## src/rtl/mem_port_arbiter.sv

```systemverilog
// Arbitrates one single-ported memory between instruction fetch and data access; D wins ties.
// Optional statistics counters are built only with MEM_ARB_STATS_EN defined.
module mem_port_arbiter #(
    parameter int MEM_LATENCY = 2
) (
    input  logic        clk,
    input  logic        reset,
    input  logic        if_req,
    input  logic [31:0] if_addr,
    output logic [31:0] if_rdata,
    output logic        if_ack,
    input  logic        d_req,
    input  logic        d_we,
    input  logic [31:0] d_addr,
    input  logic [31:0] d_wdata,
    output logic [31:0] d_rdata,
    output logic        d_ack,
    output logic        stall_F,
    output logic        stall_M,
    output logic        mem_en,
    output logic        mem_we,
    output logic [31:0] mem_addr,
    output logic [31:0] mem_wdata,
    input  logic [31:0] mem_rdata
`ifdef MEM_ARB_STATS_EN
    ,
    output logic [31:0] conflict_count,
    output logic [31:0] if_grants,
    output logic [31:0] d_grants
`endif
);

    localparam int CNT_W = (MEM_LATENCY > 1) ? $clog2(MEM_LATENCY) : 1;
    localparam logic [CNT_W-1:0] CNT_INIT = CNT_W'(MEM_LATENCY - 1);

    typedef enum logic [1:0] {
        IDLE   = 2'd0,
        ACCESS = 2'd1,
        RESP   = 2'd2
    } state_t;

    state_t           state_q, state_d;
    logic             own_d_q, own_d_d;
    logic             we_q, we_d;
    logic [31:0]      addr_q, addr_d;
    logic [31:0]      wdata_q, wdata_d;
    logic [CNT_W-1:0] cnt_q, cnt_d;
    logic [31:0]      if_rdata_q, if_rdata_d;
    logic [31:0]      d_rdata_q, d_rdata_d;
    logic             grant_d, grant_if;

    always_ff @(posedge clk) begin
        if (reset) begin
            state_q <= IDLE;
        end else begin
            state_q <= state_d;
        end
    end

    always_comb begin
        state_d  = state_q;
        grant_d  = 1'b0;
        grant_if = 1'b0;
        case (state_q)
            IDLE: begin
                if (d_req) begin
                    grant_d = 1'b1;
                    state_d = ACCESS;
                end else if (if_req) begin
                    grant_if = 1'b1;
                    state_d  = ACCESS;
                end
            end
            ACCESS: begin
                if (cnt_q == '0) begin
                    state_d = RESP;
                end
            end
            RESP:    state_d = IDLE;
            default: state_d = IDLE;
        endcase
    end

    // Request inputs are only looked at on the grant; everything after uses the latched copy.
    always_comb begin
        own_d_d    = own_d_q;
        we_d       = we_q;
        addr_d     = addr_q;
        wdata_d    = wdata_q;
        cnt_d      = cnt_q;
        if_rdata_d = if_rdata_q;
        d_rdata_d  = d_rdata_q;
        if (grant_d) begin
            own_d_d = 1'b1;
            we_d    = d_we;
            addr_d  = d_addr;
            wdata_d = d_wdata;
            cnt_d   = CNT_INIT;
        end else if (grant_if) begin
            own_d_d = 1'b0;
            we_d    = 1'b0;
            addr_d  = if_addr;
            cnt_d   = CNT_INIT;
        end
        if (state_q == ACCESS) begin
            if (cnt_q == '0) begin
                if (!own_d_q) begin
                    if_rdata_d = mem_rdata;
                end else if (!we_q) begin
                    d_rdata_d = mem_rdata;
                end
            end else begin
                cnt_d = cnt_q - CNT_W'(1);
            end
        end
    end

    always_ff @(posedge clk) begin
        if (reset) begin
            own_d_q    <= 1'b0;
            we_q       <= 1'b0;
            addr_q     <= '0;
            wdata_q    <= '0;
            cnt_q      <= '0;
            if_rdata_q <= '0;
            d_rdata_q  <= '0;
        end else begin
            own_d_q    <= own_d_d;
            we_q       <= we_d;
            addr_q     <= addr_d;
            wdata_q    <= wdata_d;
            cnt_q      <= cnt_d;
            if_rdata_q <= if_rdata_d;
            d_rdata_q  <= d_rdata_d;
        end
    end

    always_comb begin
        mem_en    = (state_q == ACCESS);
        mem_we    = (state_q == ACCESS) && we_q;
        mem_addr  = addr_q;
        mem_wdata = wdata_q;
        if_ack    = (state_q == RESP) && !own_d_q;
        d_ack     = (state_q == RESP) && own_d_q;
        if_rdata  = if_rdata_q;
        d_rdata   = d_rdata_q;
        stall_F   = if_req && !if_ack;
        stall_M   = d_req && !d_ack;
    end

`ifdef MEM_ARB_STATS_EN
    logic [31:0] conflict_q, conflict_d;
    logic [31:0] if_grants_q, if_grants_d;
    logic [31:0] d_grants_q, d_grants_d;

    // Counters stick at all-ones rather than wrapping.
    always_comb begin
        conflict_d  = conflict_q;
        if_grants_d = if_grants_q;
        d_grants_d  = d_grants_q;
        if ((state_q == IDLE) && d_req && if_req && (conflict_q != '1)) begin
            conflict_d = conflict_q + 32'd1;
        end
        if (grant_if && (if_grants_q != '1)) begin
            if_grants_d = if_grants_q + 32'd1;
        end
        if (grant_d && (d_grants_q != '1)) begin
            d_grants_d = d_grants_q + 32'd1;
        end
    end

    always_ff @(posedge clk) begin
        if (reset) begin
            conflict_q  <= '0;
            if_grants_q <= '0;
            d_grants_q  <= '0;
        end else begin
            conflict_q  <= conflict_d;
            if_grants_q <= if_grants_d;
            d_grants_q  <= d_grants_d;
        end
    end

    assign conflict_count = conflict_q;
    assign if_grants      = if_grants_q;
    assign d_grants       = d_grants_q;
`endif

endmodule

```

## config.mk

```make
export PLATFORM = sky130hd
export DESIGN_NAME = mem_port_arbiter
export DESIGN_NICKNAME = d
export VERILOG_FILES = /design/src/rtl/mem_port_arbiter.sv
export SDC_FILE = /design/constraint.sdc
export NUM_CORES = 1
export LEC_CHECK = 0
export ABC_AREA = 1
export CAP_MARGIN = 15
export CORE_ASPECT_RATIO = 0.6
export CORE_MARGIN = 2
export CORE_UTILIZATION = 35
export CTS_CLUSTER_DIAMETER = 60
export DETAILED_ROUTE_END_ITERATION = 16
export DONT_BUFFER_PORTS = 1
export PLACE_DENSITY = 0.57
export SLEW_MARGIN = 25
export SYNTH_ARGS = -nofsm -noshare
export SYNTH_HDL_FRONTEND = slang
export SYNTH_SLANG_ARGS = --single-unit
export TNS_END_PERCENT = 30
```

## constraint.sdc

```tcl
create_clock -name clk -period 3.35 [get_ports clk]
set_input_delay 0 -clock clk [delete_from_list [all_inputs] [get_ports clk]]
set_output_delay 0 -clock clk [all_outputs]
set_load 0.005 [all_outputs]
```

# Word-level counts from Yosys, hierarchy flattened
# Index checks and enable logic that the tools add are counted.
[op_classes]
n_addsub = 1
multipliers = 0
div_mod_pow = 0
order_cmp = 0
n_eq_ne = 4
n_shift = 0
n_mux = 18
n_bitwise = 3
n_reduce_logical = 13
[op_table]
columns = ["op", "count"]
rows = [
  ["$mux 32", 2],
  ["$mux 1", 12],
  ["$mux 2", 3],
  ["$logic_and 1x1->1", 5],
  ["$pmux 2 s2", 1],
  ["$reduce_and 4->1", 1],
  ["$logic_not 1->1", 3],
  ["$ne 3x3->1 const B", 1],
  ["$not 1->1", 3],
  ["$reduce_and 3->1", 1],
  ["$eq 2x1->1 const B", 1],
  ["$eq 2x2->1 const B", 1],
  ["$logic_not 2->1", 1],
  ["$ne 2x2->1 const B", 1],
  ["$reduce_and 2->1", 1],
  ["$reduce_bool 2->1", 1],
  ["$sub 1x1->1 const B", 1],
]
[totals]
ff_bits = 133
latchBits = 0
mem_bits_rw = 0
mem_bits_ro = 0
in_bits = 133
n_memories = 0

# Logic depth before layout (Yosys ltp)
# Gate-level depths: netlist of the first run.
[depth]
depth_word = 7
mapped_depth = 9
ltp_nobuf = 6

# Worst setup path before layout of the first run
# Ideal clock, no wire load.
[synth_timing]
path_kind = "register to register"
startpoint = "register state_q[1]"
endpoint = "register addr_q[10] (netlist: mem_addr[10])"
arrival_time_ns = 1.151
slack_ns = 2.090
path_stages_with_launch = 10
n_path_buf = 3
synth_period_minus_slack_ns = 1.260
cell_sequence = "dfxtp_1 buf_2 nor2_4 nand2_2 buf_6 buf_6 nand2_1 nand3_1 nand2_1 inv_1"
[synth_between]
elab_chain_len = 3
word_cells_on_any_way = 5
cone_classes = "mux: 3; reduce/logical: 2"
[synth_rtl]
columns = ["element", "line", "source"]
rows = [
  ["start: declaration", "42", "state_t state_q, state_d;"],
  ["start signal: assignment", "56", "state_q <= state_d;"],
  ["$logic_not 2->1 (*)", "64", "case (state_q)"],
  ["$mux 1", "64", ""],
  ["$mux 32 or $reduce_bool 2->1 (tied branches)", "-", ""],
  ["end signal: assignment", "130", "addr_q <= addr_d;"],
  ["end: declaration", "45", "logic [31:0] addr_q, addr_d;"],
]
# Mark *: on every way between the ends. The rest lies on a longest branch, timed or not.
# A chain may end at the register's enable or synchronous reset.

# Worst setup path after layout of the first run
[layout_timing]
startpoint = "register state_q[1]"
endpoint = "register we_q"
[layout_between]
elab_chain_len = 3
word_cells_on_any_way = 5
cone_classes = "mux: 3; reduce/logical: 2"
[layout_rtl]
columns = ["element", "line", "source"]
rows = [
  ["$logic_not 2->1 (*)", "64", ""],
  ["$mux 1", "64", ""],
  ["$mux 1 or $reduce_bool 2->1 (tied branches)", "-", ""],
  ["end signal: assignment", "129", "we_q <= we_d;"],
  ["end: declaration", "44", "logic we_q, we_d;"],
]
# Marks and branches as above.

==> qor.yml, run 1 <==
critical_path:
  path_delay_family: "buffers and inverters"
  path_max_fanout: 34
  end_kind: "register"
  slowest_delay_ns: 0.60
  critPathBufInv: 3
  cpMaxStageDelayCell: "inv_2"
  start_kind: "register"
  worstSetupPathType: "reg -> reg"
  cp_data_required_time_ns: 3.70
  cp_data_arrival_time_ns: 3.14
  reg2reg_slack_ns: 0.55
  crit_chain: "nor2_4 > buf_4 > nand2_2 > inv_2 > nand2_1 > a21oi_1 > dlygate4sd3_1"
yosys:
  netlist-cell-type-count: 16
  avgSynthCellArea_um2: 6.90
  synthCells: 803
  yosysWarningCount: 0
  netlist_top_cells_area: "dfxtp_1 48%, nand2_1 12%, nor2_1 9.0%, nand3_1 8.8%, inv_1 7.0%"
  synth_largest_area_cell: "dfxtp_1"
  yosysSeqAreaShare_pct: 48.1
  ys_ff_latch: 133
  syn-cell-area_um2: 5540
  yosysTopAreaCellShare_pct: 48.1
  synth_nets: 936
sta:
  worst_pin_slew_ns: 0.762
  final.setup.tns_ns: 0
  slew_headroom_pct: 49.1
  slew_violations: 0
  rsz0062_at_grt: "false"
  finalHoldViolCount: 0
  post-route-period-util_pct: 83.5
  max_freq_ghz: 0.357
  fin_crit_ns: 2.80
  skew_ns: 0.0163
  whs_ns: 0.0172
  worst_slack_ns: 0.551
  finalSetupViolations: 0
floorplanning:
  fp.dieH_um: 101
  ios: 267
  floorplan.rows: 35
  chipWidth_um: 166
  die_area_um2: 16900
  core_um2: 15400
  start_util_pct: 35.9
routing:
  routed_wl_um: 17100
  routedWlPerCell_um: 14.9
  vias: 5411
  dr.first_iter.drc_count: 259
  via_per_inst: 4.72
  ant_nets: 0
  drc: 0
  dr.pass1.iters: 6
clocking:
  cts_inserted_buffers: 17
  clkLatencyLatePin_ns: 0.41
  cts_hold_buf: 156
  postCtsSetupBuffers: 0
  clock_path_buffers: 2
  clock-sinks: 133
  post_cts_resized: 0
  htree_levels: 4
  clk_pin_slew_ns: 0.06
  cts-root-buf: "clkbuf_16"
  tritoncts: "done"
finish:
  final_cells: 1146
  drive_above_1_share_pct: 5.30
  syn2layout_area_growth_pct: 40.5
  fill_cells: 1487
  final_cell_area_um2: 7780
  layout.nets: 1065
  antennaDiodeCount: 0
grt:
  grt_use_total_pct: 20.1
  grt_pass1_vias: 5333
  grt_overflow: 0
  grt_pass1_wl_um: 27400
  grt_max_degree: 68
  antenna_found_initial: 0
power_and_ir_drop:
  irDropWorstVdd_mv: 0.285
  powerDensity_nw_per_um2: 585
  p_leak_nw: 3.48
  switchingPower_mw: 1.23
  p_comb_share_pct: 16.0
  p_clk_share_pct: 43.3
  seq_power_share_pct: 40.7
  internal_power_mw: 3.32
  p_sw_share_pct: 27.0
place:
  dp_hpwl_um: 10400
  dp_cells: 960
  io_buffers: 0
  gp_congestion: 0.750
  dpl_cell_area_um2: 5590
  place_ws_ns: 1.11
run:
  max_cap_viol_count: 0
min_path:
  hp-class: "in -> reg"
status:
  outcome: "finished, final reports clean"
==> tightest hold or removal path, stage by stage <==
cell and delay [ns]:
inv_4 0.19, nand2_1 0.15, nor2_1 0.03
==> layout make-up <==
class	instances	area, µm²	share of cell area, %
Clock inverter	11	178	2.28
Sequential cell	133	2660	34.2
Clock buffer	19	443	5.69
Multi-Input combinational cell	509	2190	28.2
Inverter	107	404	5.19
Tap cell	203	254	3.26
Timing Repair Buffer	164	1650	21.2
==> placed cells by master, fill, tap and decap left out, drive strengths merged <==
| master | count |
|---|---|
| nor2 | 136 |
| clkinv | 3 |
| nor3 | 2 |
| bufinv | 4 |
| nand2 | 172 |
| inv | 108 |
| buf | 10 |
| dfxtp | 133 |
| clkbuf | 19 |
| nand3 | 97 |
| dlygate4sd3 | 154 |
| o21ai | 34 |
| clkinvlp | 3 |
| a21oi | 68 |
==> cells in the mapped netlist <==
cell      instances
nand3_1          97
buf_2            30
nand2_1         170
o21ai_0          16
nand2_2           2
clkbuf_1         14
dfxtp_1         133
nor3_1            2
inv_1           104
inv_2             3
buf_6             6
buf_1             4
nor2_4            3
nor2_1          133
a21oi_1          68
o21ai_1          18
==> power groups by stage <==
| stage | logic (mW) | clock network (mW) | registers, mW |
|---|---|---|---|
| 2_1_floorplan | 0.440 | 0 | 1.84 |
| 3_3_place_gp | 0.486 | 0 | 1.89 |
| 3_5_place_dp | 0.493 | 0 | 1.89 |
| 4_1_cts | 0.719 | 2.01 | 1.85 |
| 5_1_grt | 0.825 | 2.09 | 1.87 |
| 6_report | 0.729 | 1.97 | 1.85 |
==> path summary, 6_finish.rpt <==
check	startpoint	end	cells past startpoint
worst max-delay path	state_q[1]	we_q	7
worst min-delay path	reset	d_rdata[26]	3
worst max register to register	state_q[1]	we_q	7
worst min register to register	if_rdata[31]	if_rdata[31]	2
==> cells by family (layout without fill, tap and decap cells) <==
family,count (synthesis),in the layout,share of synthesized area (%)
flops,133,133,48.1
simple gates,407,407,30.3
compound gates,102,102,9.22
buf+inv,161,301,12.4
==> per-layer routing <==
| layer | part of all wire (%) | vias up | track usage (%) |
|---|---|---|---|
| met5 | 0 | - | 0 |
| met4 | 0.71 | 0 | 5.37 |
| met3 | 10 | 11 | 7.58 |
| met2 | 46 | 230 | 34.1 |
| met1 | 43 | 2432 | 24.4 |
| li1 | - | 2738 | - |
==> through the flow <==
step / power, mW / utilization (%)
2_1_floorplan: 2.28 / -
3_3_place_gp: 2.38 / 36.2
3_5_place_dp: 2.38 / 36.3
4_1_cts: 4.59 / 50.5
5_1_grt: 4.78 / 50.5
6_report: 4.55 / 50.5
==> state kept, by name (all words and copies together), names as in the netlist <==
| register | count |
|---|---|
| d_rdata | 32 |
| state_q | 2 |
| we_q | 1 |
| mem_addr | 32 |
| own_d_q | 1 |
| mem_wdata | 32 |
| if_rdata | 32 |
| cnt_q | 1 |
No activity file was read; power rests on OpenSTA's default activity.
==> run 2, diff against run 1 <==
--- a/config.mk
+++ b/config.mk
@@ -13,7 +13,7 @@
 export CTS_CLUSTER_DIAMETER = 60
 export DETAILED_ROUTE_END_ITERATION = 16
 export DONT_BUFFER_PORTS = 1
-export PLACE_DENSITY = 0.57
+export PLACE_DENSITY = 0.59
 export SLEW_MARGIN = 25
 export SYNTH_ARGS = -nofsm -noshare
 export SYNTH_HDL_FRONTEND = slang
==> constraint.sdc (replaced) <==
create_clock -name clk -period 2.3 [get_ports clk]
set_input_delay 0 -clock clk [delete_from_list [all_inputs] [get_ports clk]]
set_output_delay 0 -clock clk [all_outputs]
set_load 0.005 [all_outputs]
==> qor.yml, run 2 (synthesized netlist as in run 1, its figures left out) <==
sta:
  finalSetupViolations: 0
  finalHoldViolCount: 0
  fin_crit_ns: 2.10
  skew_ns: 0.0123
  max_freq_ghz: 0.476
  rsz0062_at_grt: "false"
  post-route-period-util_pct: 91.2
  slew_violations: 0
  final.setup.tns_ns: 0
  slew_headroom_pct: 47.0
  worst_pin_slew_ns: 0.793
routing:
  drc: 0
  ant_nets: 0
  routed_wl_um: 17000
  routedWlPerCell_um: 15.1
  via_per_inst: 4.76
  dr.pass1.iters: 5
  vias: 5382
  dr.first_iter.drc_count: 283
status:
  outcome: "finished, final reports clean"
grt:
  grt_overflow: 0
  grt_pass1_vias: 5241
  grt_use_total_pct: 19.9
  antenna_found_initial: 0
  grt_max_degree: 68
  grt_pass1_wl_um: 27000
finish:
  fin_util_pct: 48.9
  layout_common_cells: "170 x nand2_1, 135 x dlygate4sd3_1, 133 x dfxtp_1"
  syn2layout_area_growth_pct: 36.1
  fill_cells: 1506
  layout.nets: 1047
  mostFrequentLayoutCell: "nand2_1"
  drive_above_1_share_pct: 5.61
  final_cell_area_um2: 7540
  antennaDiodeCount: 0
place:
  io_buffers: 0
  dp_hpwl_um: 10300
  dpl_cell_area_um2: 5590
  gp_congestion: 0.749
power_and_ir_drop:
  p_clk_share_pct: 40.9
  p_leak_nw: 3.33
  internal_power_mw: 4.48
  p_comb_share_pct: 16.5
  total_power_mw: 6.33
  switchingPower_mw: 1.85
  p_sw_share_pct: 29.2
  powerDensity_nw_per_um2: 839
  irDropWorstVdd_mv: 0.369
  seq_power_share_pct: 42.6
min_path:
  min_path_cells: 2
  hp-start: "d_req"
  hp-class: "in -> out"
  hold-path-endpoint: "stall_M"
critical_path:
  start_kind: "register"
  end_kind: "register"
  reg2reg_slack_ns: 0.20
  cp_data_arrival_time_ns: 2.40
  crit-reg2reg-launch: "state_q[1]"
  r2r_end: "mem_addr[10]"
  worstSetupPathType: "reg -> reg"
  path_max_fanout: 20
  cp_data_required_time_ns: 2.60
  rr_worst_depth: 8
floorplanning:
  floorplan.rows: 35
  chipWidth_um: 166
  core_um2: 15400
  start_util_pct: 35.9
  die_area_um2: 16900
  fp.dieH_um: 101
  ios: 267
clocking:
  htree_levels: 4
  cts-root-buf: "clkbuf_16"
  clock-sinks: 133
  clkLatencyLatePin_ns: 0.40
  clk_pin_slew_ns: 0.06
  cts_inserted_buffers: 17
  tritoncts: "done"
  clock_path_buffers: 2
run:
  max_cap_viol_count: 0
[run 2: power groups by stage]
stage	clock network [mW]	logic, mW	registers [mW]
5_1_grt	2.78	1.18	2.72
3_3_place_gp	0	0.713	2.74
3_5_place_dp	0	0.725	2.75
6_report	2.59	1.04	2.70
2_1_floorplan	0	0.641	2.68
4_1_cts	2.66	1.02	2.70
[run 2: critical path, stage by stage, from the launching register on]
cell and delay, ns:
dfxtp_1 0.40, inv_2 0.09, nand2_1 0.08, nor2_4 0.28, buf_4 0.32, nand3_1 0.11, dlygate4sd3_1 0.60, nand2_1 0.09
inv_1 0.04
[run 2: metal layers]
metal | up-vias | routed length (µm) | share of wire (%) | global-route usage [%]
met5 | - | 0 | 0 | 0
met4 | 0 | 135 | 0.79 | 5.57
li1 | 2702 | - | - | -
met2 | 213 | 7840 | 46 | 33.1
met1 | 2453 | 7480 | 44 | 24.4
met3 | 14 | 1570 | 9.2 | 7.54
[run 2: what timing repair did]
item | CTS | global route
hold endpoints to repair | 131 | 0
setup endpoints to repair | 0 | 20
gates resized for setup | 0 | 1
hold buffers | 137 | 0
setup buffers | 0 | 0
[run 2: metrics by stage]
| step | std cells | hold slack, ns | setup WS, ns |
|---|---|---|---|
| floorplan | 803 | 0.0935 | 1.04 |
| global placement | 961 | 0.0776 | 0.679 |
| detailed placement | 961 | 0.0796 | 0.675 |
| CTS | 1130 | 0.101 | 0.132 |
| global route | 1130 | 0.105 | 0.0544 |
| finish | 1130 | 0.101 | 0.201 |
[run 2: cell type report]
class	instances	area [µm²]	area share, %
Sequential cell	133	2660	35.3
Multi-Input combinational cell	509	2200	29.2
Timing Repair Buffer	146	1460	19.4
Clock buffer	19	433	5.74
Inverter	107	402	5.33
Tap cell	203	254	3.37
Clock inverter	13	124	1.64
[run 2: worst max-delay path by stage]
stage                    start      endpoint
global placement    state_q[1]   mem_addr[3]
global route        state_q[1]  mem_addr[10]
finish              state_q[1]  mem_addr[10]
detailed placement  state_q[1]  mem_addr[12]
CTS                 state_q[1]   mem_addr[1]
floorplan           state_q[1]  mem_addr[10]
